==> config.mk <==
export PLATFORM = sky130hd
export DESIGN_NAME = pid_controller
export DESIGN_NICKNAME = d
export VERILOG_FILES = /design/src/rtl/pid_pkg.sv /design/src/rtl/pid_mac.sv /design/src/rtl/pid_controller.sv
export SDC_FILE = /design/constraint.sdc
export NUM_CORES = 1
export LEC_CHECK = 0
export BUFFER_PORTS_ARGS = -buffer_cell sky130_fd_sc_hd__buf_4
export CELL_PAD_IN_SITES_DETAIL_PLACEMENT = 1
export CELL_PAD_IN_SITES_GLOBAL_PLACEMENT = 2
export CORE_MARGIN = 3
export CORE_UTILIZATION = 43
export DETAILED_ROUTE_END_ITERATION = 8
export GPL_ROUTABILITY_DRIVEN = 1
export PLACE_DENSITY = 0.93
export SLEW_MARGIN = 30
export SYNTH_ARGS = -nofsm -noshare
export SYNTH_HDL_FRONTEND = slang
export SYNTH_SLANG_ARGS = --single-unit
==> constraint.sdc <==
create_clock -name clk_div -period 17.35 [get_ports clk_div]
set_input_delay 0.8675 -clock clk_div [delete_from_list [all_inputs] [get_ports clk_div]]
set_output_delay 0.8675 -clock clk_div [all_outputs]
set_load 0.02 [all_outputs]
==> src/rtl/pid_pkg.sv <==
// Shared types, widths and helpers for the PID speed controller.
// The sequencer state is exported so it can be observed from outside the core.
package pid_pkg;

  localparam int ACC_W = 36;
  localparam int ERR_W = 17;
  localparam int DER_W = 18;

  typedef enum logic [2:0] {
    ST_IDLE  = 3'd0,
    ST_ERR   = 3'd1,
    ST_MUL_P = 3'd2,
    ST_MUL_I = 3'd3,
    ST_MUL_D = 3'd4,
    ST_OUT   = 3'd5
  } pid_state_e;

  typedef enum logic [1:0] {
    MAC_SEL_P = 2'd0,
    MAC_SEL_I = 2'd1,
    MAC_SEL_D = 2'd2
  } mac_sel_e;

  // Clamp a signed value into the range of a w-bit two's complement number.
  function automatic logic signed [63:0] sat_signed(input logic signed [63:0] x,
                                                    input int w);
    logic signed [63:0] hi;
    logic signed [63:0] lo;
    hi = (64'sd1 <<< (w - 1)) - 64'sd1;
    lo = -(64'sd1 <<< (w - 1));
    if (x > hi) return hi;
    if (x < lo) return lo;
    return x;
  endfunction

endpackage

==> src/rtl/pid_mac.sv <==
// Shared multiply-accumulate: one signed 9 x I_W multiplier feeding a 36-bit
// accumulator. The sequencer picks the gain/operand pair and load or add.
module pid_mac
  import pid_pkg::*;
#(
  parameter int I_W = 24
) (
  input  logic             clk_i,
  input  logic             rst_i,
  input  logic [1:0]       sel_i,
  input  logic             load_i,
  input  logic             add_i,
  input  logic [7:0]       kp_i,
  input  logic [7:0]       ki_i,
  input  logic [6:0]       kd_i,
  input  logic [ERR_W-1:0] err_i,
  input  logic [I_W-1:0]   integ_i,
  input  logic [DER_W-1:0] deriv_i,
  output logic [ACC_W-1:0] acc_next_o
);

  logic signed [8:0]       gain_s;
  logic signed [I_W-1:0]   op_s;
  logic signed [I_W+8:0]   prod_s;
  logic signed [ACC_W-1:0] prod_ext;
  logic signed [ACC_W-1:0] acc_q;
  logic signed [ACC_W-1:0] acc_d;

  // Gains are unsigned, so they enter the signed multiplier with a zero MSB.
  always_comb begin
    gain_s = '0;
    op_s   = '0;
    case (sel_i)
      MAC_SEL_P: begin
        gain_s = signed'({1'b0, kp_i});
        op_s   = signed'({{(I_W - ERR_W){err_i[ERR_W-1]}}, err_i});
      end
      MAC_SEL_I: begin
        gain_s = signed'({1'b0, ki_i});
        op_s   = signed'(integ_i);
      end
      MAC_SEL_D: begin
        gain_s = signed'({2'b00, kd_i});
        op_s   = signed'({{(I_W - DER_W){deriv_i[DER_W-1]}}, deriv_i});
      end
      default: ;
    endcase
  end

  always_comb begin
    prod_s   = (I_W + 9)'(gain_s) * (I_W + 9)'(op_s);
    prod_ext = ACC_W'(prod_s);
    acc_d    = acc_q;
    if (load_i) begin
      acc_d = prod_ext;
    end else if (add_i) begin
      acc_d = acc_q + prod_ext;
    end
  end

  always_ff @(posedge clk_i or posedge rst_i) begin
    if (rst_i) begin
      acc_q <= '0;
    end else begin
      acc_q <= acc_d;
    end
  end

  assign acc_next_o = acc_d;

endmodule

==> src/rtl/pid_controller.sv <==
// PID speed loop: turns commutation period error into a PWM duty command using
// a 6-cycle shared-MAC schedule; drives a fixed open-loop duty until tuned.
module pid_controller
  import pid_pkg::*;
#(
  parameter int                DATA_WIDTH     = 16,
  parameter int                DUTY_W         = 8,
  parameter int                SHIFT          = 8,
  parameter int                I_W            = 24,
  parameter logic [DUTY_W-1:0] OPEN_LOOP_DUTY = 8'd64
) (
  input  logic                  clk_div,
  input  logic                  reset,
  input  logic                  sample_tick,
  input  logic                  tuning_done,
  input  logic [7:0]            Kp,
  input  logic [7:0]            Ki,
  input  logic [6:0]            Kd,
  input  logic [DATA_WIDTH-1:0] period_speed,
  input  logic [DATA_WIDTH-1:0] setpoint_period,
  output logic [DUTY_W-1:0]     duty,
  output logic                  duty_valid,
  output logic                  overrun,
  output logic [2:0]            dbg_state_o
);

  // duty_valid is a one-cycle qualifier for duty; there is no backpressure,
  // so the consumer must capture duty in the cycle duty_valid is high.

  localparam logic signed [ACC_W-1:0] DUTY_MAX = ACC_W'(2 ** DUTY_W - 1);

  pid_state_e state_q, state_d;

  logic                    td_q;
  logic [7:0]              kp_q;
  logic [7:0]              ki_q;
  logic [6:0]              kd_q;
  logic [DATA_WIDTH-1:0]   per_q;
  logic [DATA_WIDTH-1:0]   sp_q;
  logic signed [ERR_W-1:0] e_w;
  logic signed [ERR_W-1:0] e_q;
  logic signed [ERR_W-1:0] e_prev_q;
  logic signed [DER_W-1:0] d_w;
  logic signed [DER_W-1:0] d_q;
  logic signed [I_W-1:0]   integ_q;
  logic signed [I_W-1:0]   integ_upd;
  logic signed [63:0]      integ_sum;
  logic signed [63:0]      integ_sat;
  logic                    first_q;
  logic                    clamp_hi_q;
  logic                    clamp_lo_q;
  logic                    clamp_hi_w;
  logic                    clamp_lo_w;
  logic [DUTY_W-1:0]       duty_q;
  logic [DUTY_W-1:0]       duty_w;
  logic                    duty_valid_q;
  logic                    overrun_q;
  logic                    rise;
  logic                    accept;
  logic                    hold;
  logic [1:0]              mac_sel;
  logic                    mac_load;
  logic                    mac_add;
  logic signed [ACC_W-1:0] acc_next;
  logic signed [ACC_W-1:0] u_w;

  // A tick coinciding with the gain-latch edge is ignored: gains settle first.
  assign rise   = tuning_done & ~td_q;
  assign accept = (state_q == ST_IDLE) & sample_tick & tuning_done & ~rise;

  assign e_w = ERR_W'(signed'(per_q)) - ERR_W'(signed'(sp_q));
  assign d_w = DER_W'(e_w) - DER_W'(e_prev_q);

  // Anti-windup: stop integrating in the direction the output is already pinned.
  assign hold = (clamp_hi_q & ~e_w[ERR_W-1] & (e_w != '0)) |
                (clamp_lo_q &  e_w[ERR_W-1]);

  assign integ_sum = 64'(integ_q) + 64'(e_w);
  assign integ_sat = sat_signed(integ_sum, I_W);
  assign integ_upd = integ_sat[I_W-1:0];

  always_comb begin
    state_d  = state_q;
    mac_sel  = MAC_SEL_P;
    mac_load = 1'b0;
    mac_add  = 1'b0;
    if (!tuning_done) begin
      state_d = ST_IDLE;
    end else begin
      case (state_q)
        ST_IDLE:  if (accept) state_d = ST_ERR;
        ST_ERR:   state_d = ST_MUL_P;
        ST_MUL_P: begin
          mac_sel  = MAC_SEL_P;
          mac_load = 1'b1;
          state_d  = ST_MUL_I;
        end
        ST_MUL_I: begin
          mac_sel = MAC_SEL_I;
          mac_add = 1'b1;
          state_d = ST_MUL_D;
        end
        ST_MUL_D: begin
          mac_sel = MAC_SEL_D;
          mac_add = 1'b1;
          state_d = ST_OUT;
        end
        ST_OUT:   state_d = ST_IDLE;
        default:  state_d = ST_IDLE;
      endcase
    end
  end

  pid_mac #(
    .I_W(I_W)
  ) u_mac (
    .clk_i      (clk_div),
    .rst_i      (reset),
    .sel_i      (mac_sel),
    .load_i     (mac_load),
    .add_i      (mac_add),
    .kp_i       (kp_q),
    .ki_i       (ki_q),
    .kd_i       (kd_q),
    .err_i      (e_q),
    .integ_i    (integ_q),
    .deriv_i    (d_q),
    .acc_next_o (acc_next)
  );

  // Shift and clamp the final sum as it forms, so duty lands with the OUT state.
  always_comb begin
    u_w        = acc_next >>> SHIFT;
    duty_w     = u_w[DUTY_W-1:0];
    clamp_hi_w = 1'b0;
    clamp_lo_w = 1'b0;
    if (u_w[ACC_W-1]) begin
      duty_w     = '0;
      clamp_lo_w = 1'b1;
    end else if (u_w > DUTY_MAX) begin
      duty_w     = '1;
      clamp_hi_w = 1'b1;
    end
  end

  always_ff @(posedge clk_div or posedge reset) begin
    if (reset) begin
      state_q      <= ST_IDLE;
      td_q         <= 1'b0;
      kp_q         <= '0;
      ki_q         <= '0;
      kd_q         <= '0;
      per_q        <= '0;
      sp_q         <= '0;
      e_q          <= '0;
      e_prev_q     <= '0;
      d_q          <= '0;
      integ_q      <= '0;
      first_q      <= 1'b0;
      clamp_hi_q   <= 1'b0;
      clamp_lo_q   <= 1'b0;
      duty_q       <= '0;
      duty_valid_q <= 1'b0;
      overrun_q    <= 1'b0;
    end else begin
      state_q      <= state_d;
      td_q         <= tuning_done;
      duty_valid_q <= 1'b0;
      if (sample_tick && (state_q != ST_IDLE)) overrun_q <= 1'b1;

      if (!tuning_done) begin
        duty_q  <= OPEN_LOOP_DUTY;
        integ_q <= '0;
      end else if (rise) begin
        // Fresh gains start from a clean integrator and no clamp history.
        kp_q       <= Kp;
        ki_q       <= Ki;
        kd_q       <= Kd;
        integ_q    <= '0;
        first_q    <= 1'b1;
        clamp_hi_q <= 1'b0;
        clamp_lo_q <= 1'b0;
      end else begin
        if (accept) begin
          per_q <= period_speed;
          sp_q  <= setpoint_period;
        end
        case (state_q)
          ST_ERR: begin
            e_q     <= e_w;
            d_q     <= first_q ? '0 : d_w;
            first_q <= 1'b0;
            if (!hold) integ_q <= integ_upd;
          end
          ST_MUL_D: begin
            duty_q       <= duty_w;
            duty_valid_q <= 1'b1;
            clamp_hi_q   <= clamp_hi_w;
            clamp_lo_q   <= clamp_lo_w;
          end
          ST_OUT:  e_prev_q <= e_q;
          default: ;
        endcase
      end
    end
  end

  assign duty        = duty_q;
  assign duty_valid  = duty_valid_q;
  assign overrun     = overrun_q;
  assign dbg_state_o = state_q;

endmodule

==> results.md, run 1 <==
- For this run, the slowest stage of the critical path takes 0.63 ns.
- The clock drives 184 sinks.
- The top cell type's share of synthesized area is 0.242.
- The total overflow left after global routing is 0.
- The H-tree was split into 4 levels.
- The category of the most critical setup path is reg2reg.
- By area the synthesized netlist is led by dfrtp_1, fa_1, ha_1, inv_1, nand2_1.
- The area of the multi-input gates is 13100 sq um.
- The worst setup path is launched from a flip-flop.
- The worst-skew pair later-pin latency is 0.48 ns.
- The detailed placement HPWL is 43900 microns.
- The initialized floorplan defines 76 standard-cell rows.
- The final number of hold-violating endpoints is 0.
- The top-level port count is 72.
- The first global-routing pass estimated 89700 microns of wire.
- In the global route stage, overall resource usage came out at 0.237.
- The synthesized netlist cell count is 2194.
- The effective utilization at floorplan is 0.438.
- Setup total negative slack on the finished layout was measured at 0 ns.
- The distinct cell type count after synthesis is 81.
- Among all stages on the critical path, the largest delay is contributed by and2_1.
- The number of buffer and inverter stages on the critical path is 6.
- The clock transition at the registers of the reported paths is 0.08 ns.
- The most used flip-flop cell after synthesis is dfrtp_1.
- Dividing the final minimum period by the clock period gives 0.601.
- The worst clock skew is 0.0148 ns.
- The die is 216 microns tall.
- Entering global routing, the biggest net connects 109 pins.
- The number of enable flip-flop cells after synthesis is 0.
- Across the run, the number of max-cap violations was 0.
- The clock passes through at most 2 buffers.
- The most common cell in the netlist is inv_1.
- Setup repair after global routing left no endpoint under its margin.
- The kind of cell adding the most delay to the critical path is simple AND/OR/NAND/NOR gates.
- The number of buffers inserted by post-CTS setup repair is 0.
- For the pin with the worst max-slew slack, the measured transition is 1.01 ns.
- The register area is 4600 sq um.
- The kind of end point of the critical path is a flip-flop.
- TritonCTS built the clock tree.
- For this run, the number of Yosys warnings is 0.
- The run finished with clean final reports.
- After the last flow step, the layout net total stands at 2593.
- The total vias in the final route is 15936.
- The width of the die is 216 microns.
- The via count of the first global-routing pass is 17132.
- Counting the fill cells in the layout gives 5215.
- Buffers inserted to repair hold after CTS numbered 0.
- In the routed design, unresolved DRC markers number 0.
- The worst path needs 10.42 ns of the cycle, external delays included.
- The global placer's final weighted congestion is 0.927.
- The number of diodes added for antenna fixing is 0.
- Data on the critical path is required at its endpoint by 17.72 ns.
- The die covers 46700 sq um.
- The max-slew violation count is 0.
- The worst slew margin relative to its limit is 0.327.
- The fraction of the yosys area taken by sequential cells is 0.242.
- The highest achievable clock rate is 95.9 MHz.
- After detailed routing, the total wire length is 55000 microns.
- The initial antenna violation count is 0.
- The number of nets in the synthesized netlist is 2566.
- In this run the tool buffered the top-level ports with 71 buffer cells.
- From synthesis to final layout, the design area changed by 9.22%.
- The worst min-delay path category is reg2reg.
- Ranked by instance count, the synthesized netlist is headed by inv_1, nand2_1, nor2_1.
- The detailed router finished its first iteration with 717 violations.
- The async set-reset flop share out of synthesis is 1.00.
- After detailed routing, the average wire length per cell comes to 19.5 microns.
- The mapped netlist covers 19000 sq um.
- The detailed-router iteration count before antenna repair is 5.
- Of all nets on the critical path, the largest fanout is 54.
- The total of cells resized after clock tree synthesis is 0.
- The total area inside the core boundary comes to 43400 sq um.
- In the routed layout, each cell is associated on average with a via count of 5.65.
- The average instance in the mapped netlist occupies 8.66 sq um.
- The largest total area in the synthesized netlist belongs to dfrtp_1.
- Buffers inserted during clock tree synthesis total 17.
- At the worst endpoint, the arrival time is 10.79 ns.
- The post-route antenna net violation count is 0.
- The ratio of cells with drive above 1 in the final layout is 0.0913.
- Setup violations remaining at the end of the flow were counted as 0.
- The master cell of the clock root buffer is clkbuf_16.
- In this run, synthesis produced a sequential element count of 184.
-- flip-flops by register name, summed over array words and instances, names as in the netlist, 3 cells and up --
name         count
dbg_state_o      3
u_mac.acc_q     36
kp_q             8
ki_q             8
d_q             18
e_q             17
sp_q            16
kd_q             7
per_q           16
e_prev_q        17
duty             8
integ_q         24
-- area by class of cell --
| class | instances | share of cell area |
|---|---|---|
| tap | 585 | 0.0353 |
| timing repair buffer | 86 | 0.0313 |
| clock buffer | 17 | 0.0205 |
| sequential | 184 | 0.222 |
| clock inverter | 15 | 0.00832 |
| multi-input combinational | 1642 | 0.630 |
| inverter | 290 | 0.0528 |
-- kinds of logic after synthesis --
family                   after synthesis  synth area share
AND/OR/NAND/NOR                      641             0.152
AO/OA/AOI/OAI                        539             0.190
buffers and inverters                368            0.0729
adder cells (fa/ha/maj)              313             0.267
flip-flops                           184             0.242
XOR/XNOR                              93            0.0429
multiplexers                          56            0.0328
-- per-layer routing --
layer	part of all wire	GRT usage	up-vias	wire, microns
li1	-	-	7526	-
met1	0.44	0.296	8075	24200
met2	0.51	0.427	256	27800
met3	0.032	0.0346	79	1760
met4	0.024	0.0678	0	1320
met5	0	0	-	0
-- stage by stage --
stage | utilization | hold slack [ns] | setup slack [ns] | instances | area (sq um)
after floorplan | - | 0.449 | 7.54 | 2194 | 19000
after global routing | 0.478 | 0.520 | 6.34 | 2819 | 20700
final | 0.478 | 0.476 | 6.93 | 2819 | 20700
after global placement | 0.464 | 0.451 | 6.64 | 2787 | 20100
after CTS | 0.478 | 0.478 | 6.93 | 2819 | 20700
after detailed placement | 0.464 | 0.456 | 6.58 | 2787 | 20100
-- final timing paths --
path	from	to	slack [ns]	depth (start not counted)
hold / removal	overrun$_DFFE_PP0P_	overrun$_DFFE_PP0P_	0.48	1
max in group asynchronous	reset	integ_q[7]$_DFFE_PP0P_	15.59	3
min in group asynchronous	reset	u_mac.acc_q[4]$_DFFE_PP0P_	0.55	2
setup reg to reg	dbg_state_o[2]$_DFFE_PP0P_	duty[1]$_DFFE_PP0P_	6.93	34
hold reg to reg	overrun$_DFFE_PP0P_	overrun$_DFFE_PP0P_	0.48	1
setup / recovery	dbg_state_o[2]$_DFFE_PP0P_	duty[1]$_DFFE_PP0P_	6.93	34
-- layout by cell type (no fill, tap or decap), types with 7 or more instances in the layout --
cell	count
clkbuf_16	17
nand2b_1	14
or3_1	14
mux2_2	50
o31ai_1	9
a22oi_1	37
o2111ai_1	7
o21ai_0	133
inv_1	289
a221o_1	13
nor2_1	193
dfrtp_1	184
o22ai_1	9
o31a_1	7
xnor2_1	58
buf_4	85
a21oi_1	111
a21o_1	50
ha_1	159
nand2_1	249
a22o_1	22
o211ai_1	12
o21bai_1	14
nand4_1	14
a31oi_1	10
o21a_1	31
nor2b_1	13
nor4_1	7
nand3_1	35
a211oi_1	11
and2_1	33
nor3_1	28
fa_1	154
xor2_1	34
inv_8	7
or2_2	7
Power of run 1 is not shown: default switching activity piles up to over one toggle a cycle in this logic, so the estimate is an artifact.
==> run 2, diff against run 1 <==
- CORE_UTILIZATION: 43 -> 40
- PLACE_DENSITY: 0.93 -> 0.88
- clock period: 17.35 -> 10.8 ns (I/O delays scaled with it)
==> results.md, run 2 (synthesis results as in run 1) <==
- The routed wire length is 53400 microns (-2.9%).
- The total CTS buffers came to 17 (unchanged).
- The master cell of the clock root buffer is clkbuf_16.
- The required time at the worst-slack endpoint came to 11.23 ns (-6.49 ns).
- The endpoint of the worst register-to-register path is duty[1]$_DFFE_PP0P_.
- The area of the multi-input gates was 13100 sq um (about the same).
- Among all stages on the critical path, the largest delay is contributed by nand2_1.
- The overall die height is 224 microns (+3.6%).
- The maximum level of the CTS H-tree is 4 (unchanged).
- From synthesis to final layout, the design area changed by 9.86%.
- The via-per-instance ratio is 5.52 (-2.3%).
- The final number of hold-violating endpoints is 0 (unchanged).
- The total of endpoints with negative setup slack in the final report is 0 (unchanged).
- TritonCTS built the clock tree.
- The placeable core area is 46800 sq um (+7.8%).
- The kind of launch point of the worst setup path is a flip-flop.
- The global placer's final weighted congestion is 0.852 (-8.1%).
- The max-capacitance violation count is 0 (unchanged).
- The worst clock skew is 0.0173 ns (+0.00248 ns).
- The total vias in the final route is 15742 (-1.2%).
- The worst min-delay path category is in2async.
- The number of diodes added for antenna fixing is 0 (unchanged).
- The clock transition at the registers of the reported paths is 0.08 ns (about the same).
- The worst-skew pair later-pin latency came to 0.50 ns (+0.02 ns).
- The area enclosed by the die boundary is 50100 sq um (+7.3%).
- The top-level port count was 72 (unchanged).
- The cell depth of the worst flop-to-flop path was 31 (-8.8%).
- The largest net degree at the start of global routing is 133 (+22%).
- The initial antenna violation count came to 0 (unchanged).
- The width of the die was 224 microns (+3.6%).
- The pin slew with the least headroom to its limit is 0.920 ns (-0.0900 ns).
- The ratio of cells with drive above 1 in the final layout is 0.0958 (+0.00450).
- The final-stage net count came to 2603 (+0.39%).
- In this run the critical register-to-register path is launched from dbg_state_o[0]$_DFFE_PP0P_.
- The reg-to-reg setup timing slack is 0.74 ns (-6.18 ns).
- The effective utilization at floorplan came to 0.406 (-0.0318).
- The post-route antenna net violation count is 0 (unchanged).
- STA classifies the critical path endpoint as a flip-flop.
- The start point of the critical path is dbg_state_o[0]$_DFFE_PP0P_.
- The flip-flop count of the largest register, all copies and words added is 36 (unchanged).
- The all-layer global routing usage was 0.220 (-0.0167).
- The max-slew violation count was 0 (unchanged).
- The global-route congestion overflow total is 0 (unchanged).
- The register area is 4600 sq um (unchanged).
- The average wire length per cell after detail routing is 18.7 microns (-4.0%).
- The data arrival time of the critical path is 10.48 ns (-0.31 ns).
- The number of core rows is 79 (+3.9%).
- The port buffer count was 71 (unchanged).
- The worst slew margin relative to its limit is 0.371 (+0.0442).
- Setup repair after global routing left no endpoint under its margin.
- The number of clock sinks came to 184 (unchanged).
- The detailed-router iteration count before antenna repair is 4 (-1).
- The maximum fanout along the worst path is 21 (-61%).
- In the layout the commonest cells are inv_1, nand2_1, nor2_1, dfrtp_1, ha_1.
- The end point of the critical path is duty[1]$_DFFE_PP0P_.
- The register containing the most flip-flops in the final layout is u_mac.acc_q.
- The summed negative setup slack over all endpoints is 0 ns (unchanged).
- The longest individual stage delay on the worst path came to 0.57 ns (-0.06 ns).
- The via count of the first global-routing pass is 17129 (-0.018%).
- The number of DRC violations after detailed-routing iteration 0 is 519 (-28%).
- In the final layout, the registers with the most flip-flops are u_mac.acc_q (36), integ_q (24), d_q (18).
- The share of the cycle needed by the critical path after routing is 0.931 (+0.330).
- The global-route wire length before repair was 89100 microns (-0.73%).
- The deepest clock path buffer count is 2 (unchanged).
- The highest achievable clock rate is 99.4 MHz (+3.6%).
- The library cell used most frequently in the layout, excluding fill and tap cells, is inv_1.
- The DRC violation count after routing is 0 (unchanged).
- The category of the most critical setup path is reg2reg.
- The flow ran to the end, and the final reports show no timing, DRC or antenna violations.
- The filler cell count is 5544 (+6.3%).
- The minimum period implied by the final worst setup slack came to 10.06 ns (-0.366 ns).
- The detailed placement HPWL is 43200 microns (-1.6%).
run 2: cell count changes in the layout (fill, tap and decap cells not counted), sizes merged:
cell,change
buf,+10
inv,-3
clkinv,+2
clkinvlp,+1
run 2: worst min-delay path by stage:
stage	slack, ns	cells after the start	from	end
after floorplan	0.45	2	d_q[0]$_DFFE_PP0P_	d_q[0]$_DFFE_PP0P_
after global placement	0.46	1	overrun$_DFFE_PP0P_	overrun$_DFFE_PP0P_
after detailed placement	0.46	1	overrun$_DFFE_PP0P_	overrun$_DFFE_PP0P_
after CTS	0.21	3	period_speed[0]	per_q[0]$_DFFE_PP0P_
after global routing	0.18	2	reset	ki_q[5]$_DFFE_PP0P_
final	0.1	2	reset	ki_q[0]$_DFFE_PP0P_
run 2: metrics by stage:
| step | hold WS, ns | area, sq um | worst slack [ns] | instances | util |
|---|---|---|---|---|---|
| after global routing | 0.175 | 20900 | 0.0201 | 2851 | 0.446 |
| after CTS | 0.209 | 20800 | 0.721 | 2850 | 0.446 |
| after global placement | 0.459 | 20200 | 1.06 | 2818 | 0.433 |
| after floorplan | 0.449 | 19000 | 1.31 | 2194 | - |
| final | 0.0969 | 20900 | 0.742 | 2851 | 0.446 |
| after detailed placement | 0.464 | 20200 | 0.747 | 2818 | 0.433 |
run 2: final cells by class:
class                   instances  share of cell area
flip-flops and latches        184               0.221
inverters                     290              0.0528
well taps                     607              0.0364
clock inverters                15             0.00822
clock buffers                  17              0.0204
multi-input cells            1642               0.626
repair buffers                 96              0.0351
run 2: timing repair:
item / 4_1_cts / 5_1_grt
hold buffers: 0 / 0
setup endpoints to repair: 0 / 8
resized for setup: 0 / 2
setup buffers: 0 / 1
run 2: routing by layer:
| layer | routed length (microns) | global-route usage | share of wire | up-vias |
|---|---|---|---|---|
| met5 | 0 | 0 | 0 | - |
| met4 | 1180 | 0.0652 | 0.022 | 0 |
| met3 | 1540 | 0.0358 | 0.029 | 70 |
| met2 | 26900 | 0.395 | 0.50 | 198 |
| met1 | 23800 | 0.274 | 0.44 | 7944 |
| li1 | - | - | - | 7530 |
run 2: critical path, delay by kind of cell, from the launching register on:
kind,cells,cell delay [ns]
AND/OR/NAND/NOR,7,2.38
adder cells (fa/ha/maj),6,2.81
buffers and inverters,3,0.16
flip-flops,1,0.56
AO/OA/AOI/OAI,14,3.95
XOR/XNOR,1,0.10
Power of run 2 is left out for the same reason.
